`config.mk`:
```
export PLATFORM = sky130hd
export DESIGN_NAME = clb_ecb_ctrl_flat
export DESIGN_NICKNAME = d
export VERILOG_FILES = /design/src/rtl/clb_pkg.sv /design/src/rtl/clb_ecb_ctrl_if.sv /design/src/rtl/clb_out_buf.sv /design/src/rtl/clb_ecb_ctrl.sv /design/src/flat_wrapper.sv
export SDC_FILE = /design/constraint.sdc
export NUM_CORES = 1
export LEC_CHECK = 0
export ABC_AREA = 1
export CORE_AREA = 2 2 412 414
export CTS_CLUSTER_SIZE = 12
export DETAILED_ROUTE_END_ITERATION = 12
export DIE_AREA = 0 0 414 416
export GPL_TIMING_DRIVEN = 0
export MAX_ROUTING_LAYER = met4
export PLACE_DENSITY = 0.31
export SLEW_MARGIN = 15
export SYNTH_ARGS = -nofsm -noshare
export SYNTH_HDL_FRONTEND = slang
export SYNTH_SLANG_ARGS = --single-unit
```
`constraint.sdc`:
```
create_clock -name clk -period 24.2 [get_ports clk]
set_input_delay 7.26 -clock clk [delete_from_list [all_inputs] [get_ports clk]]
set_output_delay 7.26 -clock clk [all_outputs]
set_load 0.02 [all_outputs]
```
`src/rtl/clb_pkg.sv`:
```
`default_nettype none
// ============================================================================
// Module : clb_pkg
// Brief  : Shared constants, types and FSM encoding for the clb_ecb controller.
// Rev    : 1.0
// ============================================================================
package clb_pkg;

    localparam int CLB_ROUNDS = 30;
    localparam int CLB_LAT    = 32;
    localparam int TEXT_W     = 128;
    localparam int KEY_W      = 256;

    typedef logic [TEXT_W-1:0] text_t;
    typedef logic [KEY_W-1:0]  key_t;

    localparam logic [1:0] ST_IDLE = 2'd0;
    localparam logic [1:0] ST_LOAD = 2'd1;
    localparam logic [1:0] ST_RUN  = 2'd2;
    localparam logic [1:0] ST_ERR  = 2'd3;

endpackage
`default_nettype wire

```
`src/rtl/clb_ecb_ctrl_if.sv`:
```
`default_nettype none
// ============================================================================
// Module : clb_ecb_ctrl_if
// Brief  : Input and output valid/ready streams of the clb_ecb controller.
// Rev    : 1.0
// ============================================================================
interface clb_ecb_ctrl_if
    import clb_pkg::*;
();
    logic  in_valid;
    logic  in_ready;
    text_t in_text;
    key_t  in_key;
    logic  out_valid;
    logic  out_ready;
    text_t out_text;

    modport slave (
        input  in_valid, in_text, in_key, out_ready,
        output in_ready, out_valid, out_text
    );

    modport master (
        output in_valid, in_text, in_key, out_ready,
        input  in_ready, out_valid, out_text
    );
endinterface
`default_nettype wire

```
`src/rtl/clb_out_buf.sv`:
```
`default_nettype none
// ============================================================================
// Module : clb_out_buf
// Brief  : One-entry valid/ready output register; capture wins over drain.
// Rev    : 1.0
// ============================================================================
module clb_out_buf
    import clb_pkg::*;
(
    input  wire logic  clk,
    input  wire logic  rst,
    input  wire logic  capture,
    input  wire text_t cap_text,
    input  wire logic  out_ready,
    output logic       out_valid,
    output text_t      out_text,
    output logic       buf_free
);

    assign buf_free = !out_valid || out_ready;

    always_ff @(posedge clk or posedge rst) begin
        if (rst) begin
            out_valid <= 1'b0;
            out_text  <= '0;
        end else if (capture) begin
            out_valid <= 1'b1;
            out_text  <= cap_text;
        end else if (out_valid && out_ready) begin
            out_valid <= 1'b0;
        end
    end

endmodule
`default_nettype wire

```
`src/rtl/clb_ecb_ctrl.sv`:
```
`default_nettype none
// ============================================================================
// Module : clb_ecb_ctrl
// Brief  : Load/run/capture sequencer wrapping the clb_ecb core as a stream stage.
// Rev    : 1.0
// ============================================================================
module clb_ecb_ctrl
    import clb_pkg::*;
#(
    parameter int ROUNDS  = CLB_ROUNDS,
    parameter int TIMEOUT = 40
) (
    input  wire logic      clk,
    input  wire logic      rst,
    clb_ecb_ctrl_if.slave  bus,
    output logic           core_rst_n,
    output text_t          core_textin,
    output key_t           core_key,
    input  wire text_t     core_textout,
    input  wire logic      core_enable,
    output logic           err,
    output logic [15:0]    blk_cnt
);

    localparam int WAIT_MAX = (TIMEOUT > ROUNDS) ? TIMEOUT : ROUNDS;
    localparam int CNT_W    = $clog2(WAIT_MAX + 1);

    logic [1:0]       r_state;
    logic [CNT_W-1:0] r_wait;
    logic             w_buf_free;
    logic             w_accept;
    logic             w_capture;

    assign bus.in_ready = (r_state == ST_IDLE);
    assign w_accept     = bus.in_valid && bus.in_ready;
    assign w_capture    = (r_state == ST_RUN) && core_enable && w_buf_free;

    always_ff @(posedge clk or posedge rst) begin
        if (rst) begin
            r_state     <= ST_IDLE;
            r_wait      <= '0;
            core_rst_n  <= 1'b0;
            core_textin <= '0;
            core_key    <= '0;
            err         <= 1'b0;
            blk_cnt     <= 16'd0;
        end else begin
            case (r_state)
                ST_IDLE: begin
                    if (w_accept) begin
                        core_textin <= bus.in_text;
                        core_key    <= bus.in_key;
                        core_rst_n  <= 1'b0;
                        r_state     <= ST_LOAD;
                    end
                end
                ST_LOAD: begin
                    core_rst_n <= 1'b1;
                    r_wait     <= '0;
                    r_state    <= ST_RUN;
                end
                ST_RUN: begin
                    // A finished core waiting on a full buffer is not a hang.
                    if (core_enable) begin
                        if (w_buf_free) begin
                            blk_cnt    <= blk_cnt + 16'd1;
                            core_rst_n <= 1'b0;
                            r_state    <= ST_IDLE;
                        end
                    end else if (r_wait == CNT_W'(TIMEOUT - 1)) begin
                        err     <= 1'b1;
                        r_state <= ST_ERR;
                    end else begin
                        r_wait <= r_wait + CNT_W'(1);
                    end
                end
                ST_ERR: begin
                    r_state <= ST_ERR;
                end
                default: begin
                    r_state <= ST_IDLE;
                end
            endcase
        end
    end

    clb_out_buf u_out_buf (
        .clk       (clk),
        .rst       (rst),
        .capture   (w_capture),
        .cap_text  (core_textout),
        .out_ready (bus.out_ready),
        .out_valid (bus.out_valid),
        .out_text  (bus.out_text),
        .buf_free  (w_buf_free)
    );

endmodule
`default_nettype wire

```
`src/flat_wrapper.sv`:
```
// flat-port wrapper written by rule: the top's interface ports become plain ports
module clb_ecb_ctrl_flat import clb_pkg::*;
#(
    parameter int ROUNDS  = CLB_ROUNDS,
    parameter int TIMEOUT = 40
)
  (clk, rst, core_rst_n, core_textin, core_key, core_textout, core_enable, err, blk_cnt, bus_in_valid, bus_in_text, bus_in_key, bus_out_ready, bus_in_ready, bus_out_valid, bus_out_text);
  clb_ecb_ctrl_if bus_i ();
  input  wire logic clk;
  input  wire logic rst;
  output logic core_rst_n;
  output text_t core_textin;
  output key_t core_key;
  input  wire text_t core_textout;
  input  wire logic core_enable;
  output logic err;
  output logic [15:0] blk_cnt;
  input wire logic [$bits(bus_i.in_valid)-1:0] bus_in_valid;
  input wire logic [$bits(bus_i.in_text)-1:0] bus_in_text;
  input wire logic [$bits(bus_i.in_key)-1:0] bus_in_key;
  input wire logic [$bits(bus_i.out_ready)-1:0] bus_out_ready;
  output wire logic [$bits(bus_i.in_ready)-1:0] bus_in_ready;
  output wire logic [$bits(bus_i.out_valid)-1:0] bus_out_valid;
  output wire logic [$bits(bus_i.out_text)-1:0] bus_out_text;
  assign bus_i.in_valid = bus_in_valid;
  assign bus_i.in_text = bus_in_text;
  assign bus_i.in_key = bus_in_key;
  assign bus_i.out_ready = bus_out_ready;
  assign bus_in_ready = bus_i.in_ready;
  assign bus_out_valid = bus_i.out_valid;
  assign bus_out_text = bus_i.out_text;
  clb_ecb_ctrl #(.ROUNDS(ROUNDS), .TIMEOUT(TIMEOUT)) u_core (.clk(clk), .rst(rst), .bus(bus_i), .core_rst_n(core_rst_n), .core_textin(core_textin), .core_key(core_key), .core_textout(core_textout), .core_enable(core_enable), .err(err), .blk_cnt(blk_cnt));
endmodule
```
==> impl_results.md, run 1 <==
- Status: finished clean
- Final setup margin: 14.98 ns
- Power per cell area: roughly 140 nW/um^2
- H-Tree Depth: 3
- Largest cells by area after synthesis: dfrtp_1, mux2_2, nand2_1
- Wire length per cell: ~22 um
- Initial Util: between 10% and 20%
- Hold_buf cts: 0
- Count leader, synth: dfrtp_1
- CTS tree: built
- Cts repair resizes: 0
- Fmax: 0.108 GHz
- Post-CTS setup buffers: 0
- Post-synth top cells: dfrtp_1, nand2_1, mux2_2
- Clock Path Buffers: 3
- Final setup TNS: 0 ns
- Max incr delay on CP: 0.68 ns
- Final instance area: 36800 sq um
- Cell variety after synth: 24
- Layout Skew: 0.0257 ns
- RSZ-0062 raised after global routing: false
- Clock sinks: between 500 and 600
- Cell Area, Synth: 20600 sq um
- Post-route DRC: 0
- Flop pwr share: a little under a third
- Port bufs: 1048
- Synthesized net count: 2053
- Worst Path Required: 16.94 ns
- First drt pass iteration count: 4
- Cell Area, Placed: 34100 sq um
- Crit share post-route: 38.1%
- Worst path slowest cell: clkdlybuf4s50_1
- WP data arrival: about 2.0 ns
- Ys flop type: dfrtp_1
- Sw Share: 37.8%
- CP Max Fanout: 4
- Die footprint: 172000 sq um
- Number of global-route vias before repair: 17300
- Crit path capture type: output port
- LEAKAGE: 15.5 nW
- WL final: 111000 um
- DR iter-0 viols: between 600 and 700
- I/O Pins: 1049
- Multi-input gate area: 6430 sq um
- DR vias: 16100
- Die X-Extent: 414 um
- Placer congestion estimate: 0.793
- Root buf cell: clkbuf_16
- Hold Fails Final Rpt: 0
- Relative slew slack: 44.4%
- Number of synthesized flops with an enable pin: 0
- Async set or reset register ratio after synthesis: 100%
- Global-route wire length before repair: 150000 um
- Share of cells above drive strength 1: 19.4%
- Reg clk slew, reported paths: 0.06 ns
- # Max-Cap Violations: 0
- CP Class: register to output port
- Clock latency on the worst-skew pair: a little under 0.7 ns
- Grt ovf: 0
- Final min period: 9.22 ns
- Antenna violations before repair: 39
- Setup Slack @ Placement: 14.78 ns
- Flops & latches, synth: 539
- Register Area: 13500 sq um
- Largest net degree at the start of global routing: 93
- Antenna Nets Post-Route: 0
- Core region area: approximately 170000 sq um
- Post-synthesis sequential area ratio: 65.4%
- Dpl cells: 4806
- Worst hold-check path type: register to register
- Pint: 3.22 mW
- Crit path cell chain: nor2_4 > clkdlybuf4s50_1
- Critical path startpoint category: register
- DR vias/cell: 3.24
- Yosys warnings: 0
- Worst Path Buf+Inv: 1
- Mapped Cells: 1534
- Worst-Margin Slew: 0.827 ns
- Fin. max-slew vios: 0
- Final Setup Violations: 0
- Comb pwr share: 46.2%
- Num CTS Buffers: between 70 and 80
- Clk pwr share: 23.2%
- Global Route Usage Sum: approximately 13%
- Area share of the largest cell type after synthesis: 65.4%
- VDD IR max: ~0.064 mV
- Area grow syn2layout: 78.5%
- CP top delay family: buffers and inverters
- Power after layout: about 5.2 mW
- Synth Area per Inst: ~13 sq um
- Final Util: 21.9%
- DP Wirelength: 87700 um
- Final net count: 3188
- WHS: between 0.4 and 0.5 ns
- Height of the die: 416 um
- Area leader, netlist: dfrtp_1
- Filler instances: 18100
- FP Rows: 151
- Final Non-Filler Cells: 4974
- NetSw: 1.96 mW
## cells in the final DEF (no fill, tap or decap), types with 2 or more instances in the layout
master and n:
nor2_4 2, buf_16 6, dfrtp_1 539, buf_2 12, mux2_1 50, nand3_1 13
nor3_1 2, buf_4 13, clkbuf_1 29, ha_1 2, nor2_1 20, inv_6 2
o211ai_1 2, buf_6 39, inv_1 18, nand4_1 4, bufinv_16 4, clkinv_2 2
xor2_1 3, nand2_2 2, mux2_2 334, xnor2_1 8, o21ai_0 4, clkinv_16 3
clkbuf_16 79, nand2_1 454, diode_2 29, clkbuf_8 24, o21bai_1 2, clkdlybuf4s50_1 1048
## sequential cells by signal, summed over array words and instances, names as in the netlist
signal	count
u_core.core_key	256
u_core.core_textin	128
u_core.u_out_buf.out_text	128
u_core.blk_cnt	16
u_core.r_wait	6
u_core.r_state	2
u_core.core_rst_n	1
u_core.err	1
u_core.u_out_buf.out_valid	1
## kinds of logic (layout without fill, tap and decap cells)
kind of cell | after synthesis | count (layout) | share of synthesized area (%)
simple gates | 499 | 499 | 9.40
mux | 384 | 384 | 21.0
fa+ha+maj | 2 | 2 | 0.121
compound gates | 8 | 8 | 0.243
xor+xnor | 11 | 11 | 0.467
flops | 539 | 539 | 65.4
buf+inv | 91 | 1284 | 3.39
other cells | 0 | 29 | 0
## power groups by stage
stage	combinational, mW	sequential, mW	clock [mW]
floorplan	0.570	2.10	0
global placement	2.46	1.61	0
detailed placement	2.45	1.60	0
CTS	2.46	1.59	1.27
global route	2.53	1.64	1.30
finish	2.39	1.59	1.20
## layer usage
metal,GRT usage [%],share of wire [%],vias up
li1,-,-,7384
met1,13.4,37,8016
met2,22.7,52,616
met3,5.17,8.8,115
met4,3.40,2.0,0
met5,-,0,-
## final cells by class
cell class              instances  area share (%)
clock buffers                 125            6.49
repair buffers               1054            29.0
inverters                      20           0.224
plain buffers                  71            1.69
flip-flops and latches        539            36.6
multi-input cells             904            17.5
clock inverters                14           0.768
well taps                    2218            7.54
diodes                         29           0.197
## worst min-delay path, delay by kind of cell (launching register included)
family | cells | cell delay, ns
flops | 1 | 0.33
simple gates | 2 | 0.11
## worst paths after layout
check / start / to / slack [ns] / cells past startpoint
worst max-delay path: u_core.r_state[0] / bus_in_ready / 14.98 / 2
worst min-delay path: u_core.u_out_buf.out_text[16] / u_core.u_out_buf.out_text[16] / 0.47 / 2
worst max register to register: u_core.r_state[0] / u_core.core_key[216] / 22.18 / 5
worst min register to register: u_core.u_out_buf.out_text[16] / u_core.u_out_buf.out_text[16] / 0.47 / 2
max in group asynchronous: rst / u_core.core_textin[72] / 15.80 / 4
min in group asynchronous: rst / u_core.core_key[99] / 7.00 / 2
No activity file was read; power rests on OpenSTA's default activity.
==> run 2: changes to the inputs <==
- clock period: 24.2 -> 9.5 ns (I/O delays scaled with it)
==> run 2 against run 1 <==
Critical path depth grew 10. First-iteration DRC count shrank 9.5%. Count of clock-buffer cells in the layout shrank 8. Sequential share of layout area shrank 0.14 points. Wire length shrank 2.7%. Sequential power grew to 2.5 times the previous value. Via count shrank 0.26%. Cell count is essentially flat. Die area is the same. Largest cell class unchanged.
==> impl_results.md, run 2 (synthesis results as in run 1) <==
- Status: finished clean (unchanged)
- Grt ovf: 0 (unchanged)
- FP Rows: 151 (unchanged)
- Final instance area: 36900 sq um (was 36800 sq um)
- LEAKAGE: 15.5 nW (about the same)
- VDD IR max: 0.136 mV (was 0.0635 mV)
- WL final: 108000 um (was 111000 um)
- Antenna Nets Post-Route: 0 (unchanged)
- # Max-Cap Violations: 0 (unchanged)
- DR vias/cell: 3.23 (was 3.24)
- Register Area: 13500 sq um (unchanged)
- Layout Skew: 0.0347 ns (was 0.0257 ns)
- Final setup TNS: 0 ns (unchanged)
- DP Wirelength: 87200 um (was 87700 um)
- CP dominant cell by count: buf_12
- Share of cells above drive strength 1: 19.6% (was 19.4%)
- Cts repair resizes: 0 (unchanged)
- First drt pass iteration count: 4 (unchanged)
- Final Util: 22.0% (was 21.9%)
- Post-CTS setup buffers: 0 (unchanged)
- CP Max Fanout: 28 (was 4)
- Crit path cell chain: clkdlybuf4s50_1 > clkinvlp_4 > buf_16 > buf_12 > buf_12 > buf_12 > buf_12 > buf_12 > buf_16 > buf_12 > buf_12 > buf_16 (was nor2_4 > clkdlybuf4s50_1)
- CTS tree: built (unchanged)
- Hold Fails Final Rpt: 0 (unchanged)
- Worst hold-check path type: register to register (unchanged)
- Core region area: 168000 sq um (unchanged)
- DR iter-0 viols: 559 (was 618)
- Worst path slowest cell: clkdlybuf4s50_1 (unchanged)
- R2R cell count: 5 (unchanged)
- Power per cell area: 354 nW/um^2 (was 141 nW/um^2)
- Antenna violations before repair: 43 (was 39)
- Crit path capture type: asynchronous set/reset pin (was output port)
- Crit share post-route: 52.3%
- Placer congestion estimate: 0.799 (was 0.793)
- Die footprint: 172000 sq um (unchanged)
- Clock Path Buffers: 3 (unchanged)
- DR vias: 16100 (about the same)
- Hold Path Origin: u_core.u_out_buf.out_text[121] (was u_core.u_out_buf.out_text[16])
- Clock latency on the worst-skew pair: 0.68 ns (about the same)
- Final setup margin: 4.53 ns (was 14.98 ns)
- Commonest cells after routing, fill and taps aside: clkdlybuf4s50_1, dfrtp_1, nand2_1 (unchanged)
- Area grow syn2layout: 79.1% (was 78.5%)
- Final Setup Violations: 0 (unchanged)
- Largest Register: u_core.core_key (unchanged)
- Hold_buf cts: 0 (unchanged)
- Post-route DRC: 0 (unchanged)
- RSZ-0062 raised after global routing: false (unchanged)
- Relative slew slack: 36.6% (was 44.4%)
- Die X-Extent: 414 um (unchanged)
- Largest net degree at the start of global routing: 31 (was 93)
- Power after layout: 13.1 mW (was 5.18 mW)
- Multi-input gate area: 6430 sq um (unchanged)
- Max reg flops: 256 (unchanged)
- Root buf cell: clkbuf_16 (unchanged)
- CP top delay family: buffers and inverters (unchanged)
- Largest regs: u_core.core_key x256, u_core.core_textin x128, u_core.u_out_buf.out_text x128 (unchanged)
- CP Launch Point: rst (was u_core.r_state[0])
- Port bufs: 1048 (unchanged)
- Critical path startpoint category: input pin (was register)
- FF-to-FF Start: u_core.r_state[1] (was u_core.r_state[0])
- Global-route wire length before repair: 147000 um (was 150000 um)
- Fin. max-slew vios: 0 (unchanged)
- Cell Area, Placed: 34400 sq um (was 34100 sq um)
- Final net count: 3203 (was 3188)
- Filler instances: 18200 (was 18100)
- WHS Path Cells: 2 (unchanged)
- CP Depth: 12 (was 2)
- Number of global-route vias before repair: 17600 (was 17300)
- Most common cell after layout, fill and taps aside: clkdlybuf4s50_1 (unchanged)
- Worst Path Buf+Inv: 12 (was 1)
- Global Route Usage Sum: 12.6% (was 12.9%)
- Wire length per cell: 21.6 um (was 22.3 um)
- Final min period: ~5.0 ns
- Height of the die: 416 um (unchanged)
- Fmax: 0.201 GHz
- CP Class: input pin to asynchronous set/reset pin (was register to output port)
- WP data arrival: 5.85 ns (was 1.96 ns)
- Worst Path Required: 10.38 ns (was 16.94 ns)
- Setup Slack @ Placement: 3.66 ns (was 14.78 ns)
- I/O Pins: 1049 (unchanged)
- Reg clk slew, reported paths: 0.05 ns (was 0.06 ns)
- Clock sinks: 539 (unchanged)
- Initial Util: 12.3% (unchanged)
- Worst-Margin Slew: 0.951 ns (was 0.827 ns)
- Num CTS Buffers: 78 (was 79)
- Max incr delay on CP: 0.44 ns (was 0.68 ns)
- H-Tree Depth: 3 (unchanged)
## run 2: cell types whose count changed in the layout (fill, tap and decap cells not counted), moves of 2 or more
cell        previous run  this run
buf_12                 0        18
buf_16                 6         4
bufinv_16              4         2
clkbuf_1              29        27
clkbuf_8              24        19
clkinvlp_4             0         3
diode_2               29        25
## run 2: final timing paths
check                                                      end  slack (ns)
worst max-delay path                      u_core.core_key[229]        4.53
worst min-delay path            u_core.u_out_buf.out_text[121]        0.47
worst max register to register            u_core.core_key[198]        7.45
worst min register to register  u_core.u_out_buf.out_text[121]        0.47
max in group clk                                  bus_in_ready        4.73
min in group asynchronous                   u_core.core_key[6]        2.55
## run 2: cell type report
type,instances,share of cell area [%]
Sequential cell,539,36.5
Timing Repair Buffer,1070,29.7
Multi-Input combinational cell,904,17.4
Tap cell,2218,7.51
Clock buffer,117,6.19
Buffer,71,1.69
Clock inverter,13,0.620
Inverter,20,0.213
Antenna cell,25,0.169
## run 2: per-layer routing
layer  up-vias  part of all wire (%)  GRT usage, %
met5         -                     0             -
met1      7929                    36          13.0
met3       130                   8.2          4.47
li1       7412                     -             -
met4         0                   2.7          4.02
met2       618                    53          22.4
## run 2: power breakdown
part | switching, mW | leakage, nW | internal (mW)
combinational | 3.15 | 7.75 | 2.96
sequential | 0.608 | 6.54 | 3.42
clock | 1.20 | 1.22 | 1.72
total | 4.96 | 15.5 | 8.10
## run 2: worst register-to-register path, cell delays in order, from the launching register on
cell and delay, ns:
dfrtp_1 0.48, nor2_4 0.06, nand2_2 0.34, buf_6 0.34
buf_6 0.30, mux2_2 0.41
## run 2: through the flow
step	std cells	hold WS, ns
after floorplan	1534	0.468
after global placement	4800	0.462
after detailed placement	4822	0.464
after CTS	4952	0.479
after global routing	4968	0.495
final	4977	0.475
==> edit (config.mk and constraints of run 1) <==
Reset style: synchronous (`rst`), changed in 2 clocked blocks.
--- a/src/rtl/clb_out_buf.sv
+++ b/src/rtl/clb_out_buf.sv
@@ -20,5 +20,5 @@
     assign buf_free = !out_valid || out_ready;
 
-    always_ff @(posedge clk or posedge rst) begin
+    always_ff @(posedge clk) begin
         if (rst) begin
             out_valid <= 1'b0;
--- a/src/rtl/clb_ecb_ctrl.sv
+++ b/src/rtl/clb_ecb_ctrl.sv
@@ -36,5 +36,5 @@
     assign w_capture    = (r_state == ST_RUN) && core_enable && w_buf_free;
 
-    always_ff @(posedge clk or posedge rst) begin
+    always_ff @(posedge clk) begin
         if (rst) begin
             r_state     <= ST_IDLE;
Behaviour: not the same (Yosys sat finds a counterexample within 4 cycles, from zero or initial values and one cycle with rst high; the reset may be asserted at any time).
==> edit against run 1 <==
Wire length rose by 21%; synthesized cell count up 58%; cell count up 18%; critical path depth increased by 5; sequential cell count did not move; worst hold slack gained 0.016 ns; synthesized area fell by 8.9%; first-iteration DRC count up 56%; via count up 27%; cell area shrank 5.5%; setup slack lost 0.11 ns.
Power is not compared: it rests on default switching activity, and its combinational part moved more than twofold at a synthesized area within 25%.
==> edit: results (changes against run 1) <==
metric;value;unit;change
Hold Crit Start;u_core.r_wait[5]$_SDFFE_PP0P_;;
largest net degree at the start of global routing;14;;-85%
drt wl/cell;23.00;um;+3.3%
DR pass1 iterations;5;;+1
vias per inst;3.495;;+7.8%
filler cell count;18820;;+3.9%
Setup Skew;0.03785;ns;+0.01213 ns
Synth Area in Adders;0.001332;;+0.0001186
RePlAce Congestion;0.8200;;+3.4%
Post-Syn Nets;2943;;+43%
synth top area cells;dfxtp_1 57%, nor2_1 21%, o21ai_0 12%, buf_2 2.8%, o21ai_1 2.2%;;
M3 GR Usage;0.06102;;+0.009348
met1 Track Usage GR;0.1550;;+0.02129
routed wire length;134.4;mm;+21%
TritonCTS Buffers;78;;-1.3%
final hold slack;0.4912;ns;+0.01620 ns
Nets;4071;;+28%
number of global-route vias before repair;21080;;+22%
sequential area share after synthesis;0.5744;;-0.07969
# placed instances;5690;;+18%
Iter 0 DRT Violations;964;;+56%
status;finished, final reports clean;;
layout cells sized above 1;0.06480;;-0.1288
first-pass GRT wire length;181.2;mm;+21%
post-synthesis mux area share;0;;-0.2097
Hold EP;u_core.r_wait[5]$_SDFFE_PP0P_;;
Total GRT Usage;0.1559;;+0.02678
Gate Count Post-Synth;2424;;+58%
Post-Synth XOR/XNOR Area;0.0009325;;-0.003740
worst-margin pin slew;0.8939;ns;+0.06701 ns
Critical Path Slowest Stage Cell;clkbuf_1;;
Crit Path Max Fanout;11;;+7
most frequent cells after synthesis;1055 x nor2_1, 539 x dfxtp_1, 439 x o21ai_0;;
top_reg_cell synth;dfxtp_1;;
Worst R2R Setup Slack;21.52;ns;-0.66 ns
edit: cell count changes in the layout (fill, tap and decap cells not counted), sizes merged, moves of 20 or more:
cell,before,now
a21oi,0,20
clkbuf,132,183
nor2,22,1058
o21ai,4,522
buf,70,108
dfxtp,0,539
nand2,456,51
dfrtp,539,0
mux2,384,0
edit: power breakdown:
part | internal [W] | total, W | switching, W
clock | 0.000725 | 0.00122 | 0.000491
sequential | 0.000988 | 0.00104 | 0.0000545
combinational | 0.000296 | 0.000700 | 0.000404
total | 0.00201 | 0.00296 | 0.000949
edit: logic make-up (layout without fill, tap and decap cells):
| kind of cell | after synthesis | in the layout |
|---|---|---|
| other | 0 | 16 |
| AND/OR/NAND/NOR | 1132 | 1132 |
| flip-flops | 539 | 539 |
| adder cells (fa/ha/maj) | 2 | 2 |
| AO/OA/AOI/OAI | 545 | 545 |
| buffers and inverters | 204 | 1391 |
| XOR/XNOR | 2 | 2 |
edit: stage by stage:
step / utilization / instance area (sq um)
after floorplan: - / 18790
after global placement: 0.1906 / 32050
after detailed placement: 0.1906 / 32050
after CTS: 0.2066 / 34740
after global routing: 0.2068 / 34770
final: 0.2069 / 34780
edit: how the worst max path moves through the flow:
stage / startpoint / to / slack, ns / cells past startpoint
final: rst / u_core.core_textin[6]$_SDFFE_PP0P_ / 14.87 / 7
after CTS: bus_in_valid / u_core.core_key[160]$_SDFFE_PP0P_ / 14.53 / 8
after detailed placement: bus_in_valid / u_core.core_key[160]$_SDFFE_PP0P_ / 13.75 / 8
after floorplan: bus_out_ready / u_core.blk_cnt[14]$_SDFFE_PP0P_ / 16.00 / 6
after global placement: rst / u_core.core_key[197]$_SDFFE_PP0P_ / 13.53 / 7
after global routing: rst / u_core.core_textin[123]$_SDFFE_PP0P_ / 14.51 / 7
edit: area by class of cell:
cell class                 instances  area, sq um  share of cell area
sequential                       539        10790              0.3102
timing repair buffer            1048        10490              0.3016
multi-input combinational       1681         7091              0.2039
tap                             2218         2775             0.07979
clock buffer                     119         2296             0.06601
buffer                           172        785.8             0.02259
clock inverter                    20        394.1             0.01133
inverter                          32        120.1            0.003453
antenna                           16        40.04            0.001151
edit: worst min-delay path, delay by kind of cell (launching register included):
family          cells  cell delay [ns]
compound gates      1             0.06
flops               1             0.32
simple gates        1             0.07
edit: metal layers:
| metal | share of wire | vias to the layer above |
|---|---|---|
| met1 | 0.37 | 9420 |
| met2 | 0.53 | 731 |
| li1 | - | 10090 |
| met4 | 0.019 | 0 |
| met5 | 0 | - |
| met3 | 0.084 | 190 |
